### config.mk
export PLATFORM = sky130hd
export DESIGN_NAME = fetch_buffer
export DESIGN_NICKNAME = d
export VERILOG_FILES = /design/src/rtl/fetch_buffer.sv
export SDC_FILE = /design/constraint.sdc
export NUM_CORES = 1
export LEC_CHECK = 0
export CORE_ASPECT_RATIO = 0.7
export CORE_MARGIN = 2
export CORE_UTILIZATION = 45
export DETAILED_ROUTE_END_ITERATION = 8
export PLACE_DENSITY_LB_ADDON = 0.15
export SETUP_SLACK_MARGIN = 0.4
export SLEW_MARGIN = 0
export SYNTH_ARGS = -nofsm -noshare
export SYNTH_HDL_FRONTEND = slang
export SYNTH_SLANG_ARGS = --single-unit
### constraint.sdc
create_clock -name clk -period 3.1 [get_ports clk]
set_clock_uncertainty 0.05 [all_clocks]
set_input_delay 0.465 -clock clk [delete_from_list [all_inputs] [get_ports clk]]
set_output_delay 0.465 -clock clk [all_outputs]
set_load 0.02 [all_outputs]
### src/rtl/fetch_buffer.sv
// fetch_buffer: instruction prefetch FIFO between fetch and decode with valid/ready drain and redirect flush.
module fetch_buffer #(
  parameter int          DEPTH    = 4,
  parameter logic [31:0] RESET_PC = 32'h0000_3000
) (
  input  logic                     clk,
  input  logic                     reset,
  input  logic [31:0]              F_PC,
  input  logic [31:0]              F_Instr,
  input  logic                     F_Flush,
  output logic                     F_PC_EN,
  output logic                     D_Valid,
  input  logic                     D_Ready,
  output logic [31:0]              D_PC,
  output logic [31:0]              D_Instr,
  output logic                     F_Full,
  output logic [$clog2(DEPTH):0]   F_Count
);
  localparam int AW = $clog2(DEPTH);
  localparam logic [AW:0] FULL = (AW + 1)'(DEPTH);
  if (DEPTH < 2 || (DEPTH & (DEPTH - 1)) != 0 || RESET_PC[1:0] != 2'b00) begin : g_bad_param
    $error("fetch_buffer: DEPTH must be a power of two >= 2 and RESET_PC word aligned");
  end
  logic [63:0]   mem [DEPTH];
  logic [AW-1:0] rd_ptr, wr_ptr;
  logic [AW:0]   count;
  logic          push, pop;
  assign F_Full  = count == FULL;
  assign F_Count = count;
  assign D_Valid = count != '0;
  assign D_PC    = mem[rd_ptr][63:32];
  assign D_Instr = mem[rd_ptr][31:0];
  assign pop     = D_Valid & D_Ready;
  // A full queue may still take a fetch when decode drains the head in the same cycle.
  assign F_PC_EN = reset & (F_Flush | ~F_Full | D_Ready);
  assign push    = F_PC_EN & ~F_Flush;
  always_ff @(posedge clk or negedge reset) begin
    if (!reset) begin
      rd_ptr <= '0;
      wr_ptr <= '0;
      count  <= '0;
      for (int i = 0; i < DEPTH; i++) mem[i] <= '0;
    end else begin
      if (push) begin
        mem[wr_ptr] <= {F_PC, F_Instr};
        wr_ptr      <= wr_ptr + 1'b1;
      end
      if (F_Flush) begin
        rd_ptr <= wr_ptr;
        count  <= '0;
      end else begin
        rd_ptr <= pop ? rd_ptr + 1'b1 : rd_ptr;
        count  <= count + (AW + 1)'(push) - (AW + 1)'(pop);
      end
    end
  end
endmodule
==> results of run 1 <==
worst max-delay path by stage:
stage,to,cells past startpoint,slack [ns]
finish,D_Instr[5],5,0.45
global route,D_Instr[5],5,0.40
detailed placement,F_Count[2],12,-0.07
CTS,D_PC[27],5,0.29
global placement,F_Count[2],12,0.12
floorplan,F_Count[2],12,0.59
sequential cells by signal, indices dropped and copies added, names as in the netlist:
name	flops
mem	256
rd_ptr	2
F_Count	3
wr_ptr	2
timing repair:
item | in CTS | in global routing
endpoints found under the setup margin | 64 | 61
resized for setup | 107 | 49
hold buffers | 0 | 0
cloned | 3 | 1
buffers inserted | 6 | 8
pin swaps | 0 | 1
power groups by stage:
| stage | Clock (mW) | Combinational, mW | Sequential, mW |
|---|---|---|---|
| floorplan | 0 | 4.99 | 5.78 |
| global placement | 0 | 7.41 | 5.95 |
| detailed placement | 0 | 7.57 | 6.16 |
| CTS | 3.48 | 7.37 | 6.10 |
| global route | 3.62 | 7.82 | 6.31 |
| finish | 3.39 | 7.33 | 6.09 |
cell usage in the layout (no fill, tap or decap), types with 2 or more instances in the layout:
master             n
dlygate4sd2_1     16
clkbuf_1           4
xnor2_1            2
dfrtp_1          261
buf_16             5
clkbuf_8           4
clkdlybuf4s15_2   14
clkdlybuf4s50_1   72
clkinv_2           5
ha_1               6
clkbuf_16         28
buf_4             17
clkbuf_2          20
buf_12            11
mux2_1            26
clkinvlp_4         2
dfrtp_4            2
o21ai_0            2
clkdlybuf4s15_1   12
buf_2              2
nand2_1            2
nor3b_2            4
xor2_1             2
inv_1              5
inv_6              2
nor2_1             4
diode_2            2
mux4_2            64
bufinv_16          4
mux2_2           231
layout make-up:
cell class	instances	area, um2
Antenna cell	2	5.00
Multi-Input combinational cell	354	4630
Sequential cell	263	6590
Clock buffer	35	746
Inverter	5	18.8
Clock inverter	14	186
Fill cell	1976	11100
Tap cell	331	414
Timing Repair Buffer	171	1770
synthesized netlist by cell type (all sizes together):
library cell / instances / area (um2)
xor2: 2 / 17.5
nand2b: 1 / 6.26
o31a: 1 / 8.76
nor2: 4 / 15.0
xnor2: 2 / 17.5
nand2: 2 / 7.51
nor3b: 5 / 37.5
nor4b: 1 / 23.8
buf: 39 / 353
nor3: 1 / 5.00
o21ai: 2 / 10.0
ha: 6 / 75.1
a21boi: 1 / 7.51
dfrtp: 263 / 6580
and2: 1 / 6.26
o311ai: 1 / 8.76
mux4: 64 / 1440
clkbuf: 4 / 15.0
nor2b: 1 / 6.26
mux2: 257 / 2890
fa: 1 / 20.0
or3: 1 / 6.26
inv: 5 / 18.8
metal layers:
layer  track usage  part of all wire  wire [um]  up-vias
met5             0                 0          0        -
met4        0.0399             0.015        395        0
met3        0.0388             0.048       1240       34
met2         0.321              0.49      12500      109
met1         0.269              0.45      11500     3433
li1              -                 -          -     2796
cell families (layout without fill, tap and decap cells):
kind of cell	Yosys count	after routing
multiplexers	321	321
flip-flops	263	263
buffers and inverters	48	225
AND/OR/NAND/NOR	17	17
adder cells (fa/ha/maj)	7	7
AO/OA/AOI/OAI	5	5
XOR/XNOR	4	4
other	0	2
through the flow:
stage                     instance area, um2  setup TNS (ns)  power [mW]  hold WS, ns
final                                  14400               0        16.8       0.0610
after global routing                   14400               0        17.8        0.175
after CTS                              14300               0        17.0        0.136
after detailed placement               13300         -0.0680        13.7        0.422
after global placement                 13300               0        13.4        0.411
after floorplan                        11600               0        10.8        0.119
==> flow_summary.json, run 1 <==
{
  "crit_path_start_kind": "flop",
  "clkPwrFrac": 0.202,
  "area_delta_synth_final_pct": 24.0,
  "yosys_warnings": 0,
  "timing.rr.start": "F_Count[1]",
  "rows": 49,
  "power_density_nw_per_um2": 1170,
  "dp_cells": 1106,
  "drv_cap": 0,
  "synth_compound_area_frac": 0.00302,
  "final-hold-violation-count": 0,
  "yosysSeqAreaShare": 0.568,
  "core_region_area_um2": 25500,
  "cts_sinks": 263,
  "synth_xor_area_frac": 0.00302,
  "reg2reg_depth": 11,
  "synthMuxAreaShare": 0.374,
  "max_stage_delay_ns": 0.50,
  "setup_violations": 0,
  "drtIter0Drc": 227,
  "start_util": 0.454,
  "path_class": "reg2out",
  "status": "complete, no violations",
  "die_h_um": 138,
  "vdd_drop_max_mv": 0.618,
  "layout.cells.non_filler": 1175,
  "required_ns": 2.58,
  "dieWidth_um": 196,
  "critPathMaxFanout": 12,
  "syn-num-nets": 740,
  "comb_power_share": 0.436,
  "finalCriticalPeriod_ns": 2.65,
  "netlist_area_um2": 11600,
  "post-route-period-util": 0.855,
  "num-nets-final": 897,
  "fin_ws_ns": 0.450,
  "p_int_mw": 11.3,
  "gp_congestion": 0.735,
  "die-area_um2": 27100,
  "reg2reg_slack_ns": 0.55,
  "avgSynthCellArea_um2": 17.4,
  "seq_power_share": 0.362,
  "cts_root_buf": "clkbuf_16",
  "rsz0062_at_grt": "false",
  "switchingPower_mw": 5.53,
  "worstMarginPinSlew_ns": 1.03,
  "place_hpwl_um": 15300,
  "cts_buffers": 27,
  "io_pins": 138,
  "cp.arrival_ns": 2.14,
  "reg2reg_to": "F_Count[2]",
  "first_global_vias": 7405,
  "cts_tree": "built",
  "grt_pass1_wl_um": 41200,
  "path_cells": "buf_4 > buf_16 > buf_4 > mux4_2 > clkbuf_2",
  "synthAdderAreaFrac": 0.00821,
  "grt_remaining_overflow": 0,
  "wl_um": 25700,
  "grt_start_max_net_pins": 185,
  "clock_path_buffers": 3,
  "crit_path_start": "rd_ptr[0]",
  "cp_common_cell": "buf_4",
  "pre_cts_ws_ns": -0.0680,
  "fin_util": 0.563,
  "grt_antenna_before_repair": 1,
  "synth_seq_cells": 263,
  "yosysUniqueCellTypes": 27,
  "vias": 6372,
  "crit_family": "buffers and inverters",
  "syn_inst": 665,
  "synth_top_family_by_area": "multiplexers",
  "yosys.area_share.simple": 0.00983,
  "leakagePower_nw": 6.00,
  "cp_num_buf_inv": 4,
  "clk_pin_slew_worst_paths_ns": 0.07,
  "port_buffers": 137,
  "wl_per_cell_um": 21.8,
  "htreeDepth": 1,
  "ant_nets": 0,
  "grtUsageTotal": 0.194,
  "viasPerCell": 5.42,
  "fmax_mhz": 377,
  "clk_latency_ns": 0.53,
  "drv_slew": 0,
  "drc": 0,
  "cp-end-kind": "primary output",
  "drive_above_1_share": 0.496,
  "swShare": 0.329,
  "max_slew_margin": 0.316,
  "dr.pass1.iters": 4,
  "slowest_stage": "dfrtp_4",
  "min_path_type": "in2async"
}
No activity file was read; power rests on OpenSTA's default activity.
==> run 2, diff against run 1 <==
- CORE_UTILIZATION: 45 -> 49
==> run 2 against run 1 <==
Effect of this change: fmax shrank 3.1%; critical path type unchanged; highest routed layer unchanged; via count grew 0.82%; count of clock-buffer cells in the layout grew 3; combinational power shrank 2%; register-to-register slack gained 0.04 ns; largest cell class unchanged.
==> flow_summary.json, run 2 (synthesized netlist as in run 1, its figures left out) <==
{
  "final_cell_mix": "dfrtp_1, mux2_2, clkdlybuf4s50_1, mux4_2, dlygate4sd2_1",
  "viasPerCell": 5.51,
  "drv_cap": 0,
  "clk_pin_slew_worst_paths_ns": 0.06,
  "num-nets-final": 902,
  "largest_register_ffs": 256,
  "status": "complete, no violations",
  "drc": 0,
  "area_delta_synth_final_pct": 22.7,
  "cp.arrival_ns": 2.22,
  "vias": 6424,
  "leakagePower_nw": 6.00,
  "start_util": 0.495,
  "drtIter0Drc": 331,
  "grt_remaining_overflow": 0,
  "die_h_um": 133,
  "fmax_mhz": 366,
  "drive_above_1_share": 0.486,
  "min_path_type": "in2async",
  "reg2reg_depth": 11,
  "finalCriticalPeriod_ns": 2.73,
  "clk_latency_ns": 0.52,
  "io_pins": 138,
  "dr.pass1.iters": 4,
  "cts_tree": "built",
  "grt_start_max_net_pins": 183,
  "htreeDepth": 1,
  "place_hpwl_um": 15100,
  "required_ns": 2.58,
  "first_global_vias": 7183,
  "cts_sinks": 263,
  "cts_buffers": 26,
  "cp-end-kind": "primary output",
  "rsz0062_at_grt": "true",
  "grt_pass1_wl_um": 39600,
  "max_slew_margin": 0.321,
  "worstMarginPinSlew_ns": 1.02,
  "dieWidth_um": 188,
  "wl_per_cell_um": 21.1,
  "wl_um": 24600,
  "tns_ns": 0,
  "regMostFlops": "mem",
  "rows": 47,
  "final_common_cell": "dfrtp_1",
  "grtUsageTotal": 0.202,
  "final-hold-violation-count": 0,
  "cts_root_buf": "clkbuf_16",
  "grt_antenna_before_repair": 2,
  "drv_slew": 0,
  "power_density_nw_per_um2": 1160,
  "setup_violations": 0,
  "critPathMaxFanout": 7,
  "path_class": "reg2out",
  "port_buffers": 137,
  "fillCellCount": 1766,
  "vdd_drop_max_mv": 0.512,
  "multiInputGateArea_um2": 4630,
  "die-area_um2": 24900,
  "ant_nets": 0,
  "crit_path_start_kind": "flop",
  "gp_congestion": 0.723,
  "post-route-period-util": 0.882,
  "register_area_um2": 6590,
  "hold_ws_ns": 0.0459,
  "clock_path_buffers": 3,
  "core_region_area_um2": 23400
}
[run 2: cell count changes in the layout (fill, tap and decap cells not counted), sizes merged, moves of 2 or more]
cell           previous run  this run
inv                       7         5
clkdlybuf4s15            26         4
buf                      36        48
dlygate4sd2              16        34
clkinvlp                  2         0
[run 2: power by group]
part | total (mW) | switching, mW | internal [mW]
sequential | 6.07 | 0.904 | 5.17
clock | 3.25 | 1.27 | 1.98
combinational | 7.16 | 3.22 | 3.94
[run 2: final timing paths]
path | start | endpoint | slack [ns]
max | rd_ptr[0] | D_Instr[0] | 0.37
min | reset | mem[125] | 0.05
max reg2reg | F_Count[1] | F_Count[2] | 0.59
min reg2reg | mem[126] | mem[126] | 0.43
max in group asynchronous | reset | rd_ptr[0] | 1.11
min in group clk | mem[126] | mem[126] | 0.43
[run 2: stage by stage]
step                instances   util  instance area, um2  setup WS (ns)  power [mW]
floorplan                 665      -               11600          0.591        10.8
global placement         1094  0.566               13300          0.132        13.3
detailed placement       1094  0.566               13300        -0.0132        13.7
CTS                      1152  0.605               14200          0.231        16.6
global route             1164  0.607               14200          0.313        17.4
finish                   1165  0.607               14200          0.365        16.5
[run 2: layout make-up]
cell class,instances,area share
Tap cell,318,0.0280
Inverter,5,0.00132
Multi-Input combinational cell,354,0.326
Antenna cell,1,0.000176
Clock inverter,9,0.00846
Timing Repair Buffer,177,0.117
Clock buffer,38,0.0547
Sequential cell,263,0.464
[run 2: critical path, cell delays in order, from the launching register on]
cell and delay, ns:
dfrtp_4 0.51, buf_4 0.14, mux4_2 0.48, clkdlybuf4s50_1 0.57
[run 2: repair_timing]
action	CTS	global route
resized for setup	90	42
setup endpoints to repair	64	32
hold buffers	0	0
buffers inserted	10	12
gates cloned	1	0
pin swaps	0	1
[run 2: routing by layer]
metal | GRT usage | routed length (um)
met1 | 0.278 | 10800
met2 | 0.336 | 12200
met3 | 0.0435 | 1340
met4 | 0.0424 | 327
met5 | 0 | 0
==> run 3, diff against run 2 <==
- MAX_ROUTING_LAYER: default -> met4
==> run 3 against run 2 <==
Effect of this change: via count shrank 0.56%; cell count is essentially flat; sequential share of layout area is essentially flat.
==> flow_summary.json, run 3 (synthesized netlist as in run 1, its figures left out) <==
{
  "fin_ws_ns": 0.367,
  "fmax_mhz": 366,
  "vias": 6388,
  "regMostFlops": "mem",
  "port_buffers": 137,
  "drtIter0Drc": 285,
  "grt_start_max_net_pins": 183,
  "met1_usage": 0.278,
  "wl_um": 24600,
  "gr-usage-met3": 0.0424,
  "final-hold-violation-count": 0,
  "viasPerCell": 5.48,
  "cts_sinks": 263,
  "leakagePower_nw": 6.00,
  "dp_cells": 1094,
  "crit_path_start_kind": "flop",
  "finalCriticalPeriod_ns": 2.73,
  "path_class": "reg2out",
  "place_hpwl_um": 15100,
  "grt_pass1_wl_um": 39600,
  "num-nets-final": 902,
  "max_slew_margin": 0.322,
  "layout.cells.non_filler": 1166,
  "worstMarginPinSlew_ns": 1.02,
  "setup_violations": 0,
  "p_int_mw": 11.1,
  "pre_cts_ws_ns": -0.0132,
  "cts_buffers": 26,
  "io_pins": 138,
  "drv_slew": 0,
  "rsz0062_at_grt": "true",
  "final_common_cell": "dfrtp_1",
  "wl_per_cell_um": 21.1,
  "grt_antenna_before_repair": 2,
  "power_density_nw_per_um2": 1160,
  "clk_latency_ns": 0.52,
  "largest_register_ffs": 256,
  "postCtsHoldBufs": 0,
  "vdd_drop_max_mv": 0.510,
  "gp_congestion": 0.731,
  "fin_util": 0.607,
  "dieWidth_um": 188,
  "ant_nets": 0,
  "start_util": 0.495,
  "cts_tree": "built",
  "seq_power_share": 0.368,
  "switchingPower_mw": 5.39,
  "min_path_type": "in2async",
  "comb_power_share": 0.435,
  "status": "complete, no violations",
  "use_met2": 0.336,
  "cp.arrival_ns": 2.22,
  "drc": 0,
  "die-area_um2": 24900,
  "clk_pin_slew_worst_paths_ns": 0.06,
  "critPathMaxFanout": 7,
  "drive_above_1_share": 0.486,
  "cp-end-kind": "primary output",
  "post-route-period-util": 0.881,
  "core_region_area_um2": 23400,
  "htreeDepth": 1,
  "drv_cap": 0,
  "area_delta_synth_final_pct": 22.7,
  "clkPwrFrac": 0.197,
  "grtUsageTotal": 0.208,
  "cts_root_buf": "clkbuf_16",
  "final_cell_mix": "dfrtp_1, mux2_2, clkdlybuf4s50_1, mux4_2, dlygate4sd2_1",
  "first_global_vias": 7182,
  "die_h_um": 133,
  "clock_path_buffers": 3,
  "dr.pass1.iters": 4,
  "grt_remaining_overflow": 0,
  "rows": 47,
  "required_ns": 2.58,
  "swShare": 0.327,
  "top_usage_layer": "met2"
}
-- run 3: cell types whose count changed in the layout (fill, tap and decap cells not counted) --
cell / before / now
diode_2: 1 / 2
-- run 3: worst paths after layout --
kind,from,endpoint,cells past startpoint,slack [ns]
min in group clk,mem[126],mem[126],1,0.43
max in group asynchronous,reset,rd_ptr[0],3,1.13
hold reg to reg,mem[126],mem[126],1,0.43
setup reg to reg,F_Count[1],F_Count[2],11,0.59
setup / recovery,rd_ptr[0],D_Instr[0],3,0.37
hold / removal,reset,mem[125],2,0.06
-- run 3: layout make-up --
class / instances / area, um2
diodes: 2 / 5.00
well taps: 318 / 398
multi-input cells: 354 / 4630
repair buffers: 177 / 1670
clock inverters: 9 / 120
flip-flops and latches: 263 / 6590
inverters: 5 / 18.8
clock buffers: 38 / 777
fillers: 1765 / 9200
-- run 3: per-stage QoR --
stage                     hold WS (ns)  setup TNS, ns  cell area, um2  total power [mW]
after floorplan                  0.119              0           11600              10.8
after global placement           0.412              0           13300              13.3
after detailed placement         0.420        -0.0132           13300              13.7
after CTS                        0.129              0           14200              16.6
after global routing             0.114              0           14200              17.4
final                           0.0580              0           14200              16.5
-- run 3: layer usage --
layer,up-vias,wire [um]
li1,2804,-
met1,3415,10900
met2,136,12200
met3,33,1210
met4,0,355
met5,-,0
-- run 3: what timing repair did --
action,CTS,global route
cloned,1,0
gates resized for setup,90,42
endpoints found under the setup margin,64,32
setup buffers,10,12
pin swaps,0,1
-- run 3: power groups by stage --
| stage | logic (mW) | registers, mW | clock network, mW |
|---|---|---|---|
| 2_1_floorplan | 4.99 | 5.78 | 0 |
| 3_3_place_gp | 7.36 | 5.97 | 0 |
| 3_5_place_dp | 7.55 | 6.20 | 0 |
| 4_1_cts | 7.19 | 6.09 | 3.33 |
| 5_1_grt | 7.63 | 6.29 | 3.49 |
| 6_report | 7.16 | 6.07 | 3.25 |
-- run 3: worst max-delay path, cell delays in order, from the launching register on --
cell and delay [ns]:
dfrtp_4 0.51, buf_4 0.14, mux4_2 0.48, clkdlybuf4s50_1 0.57
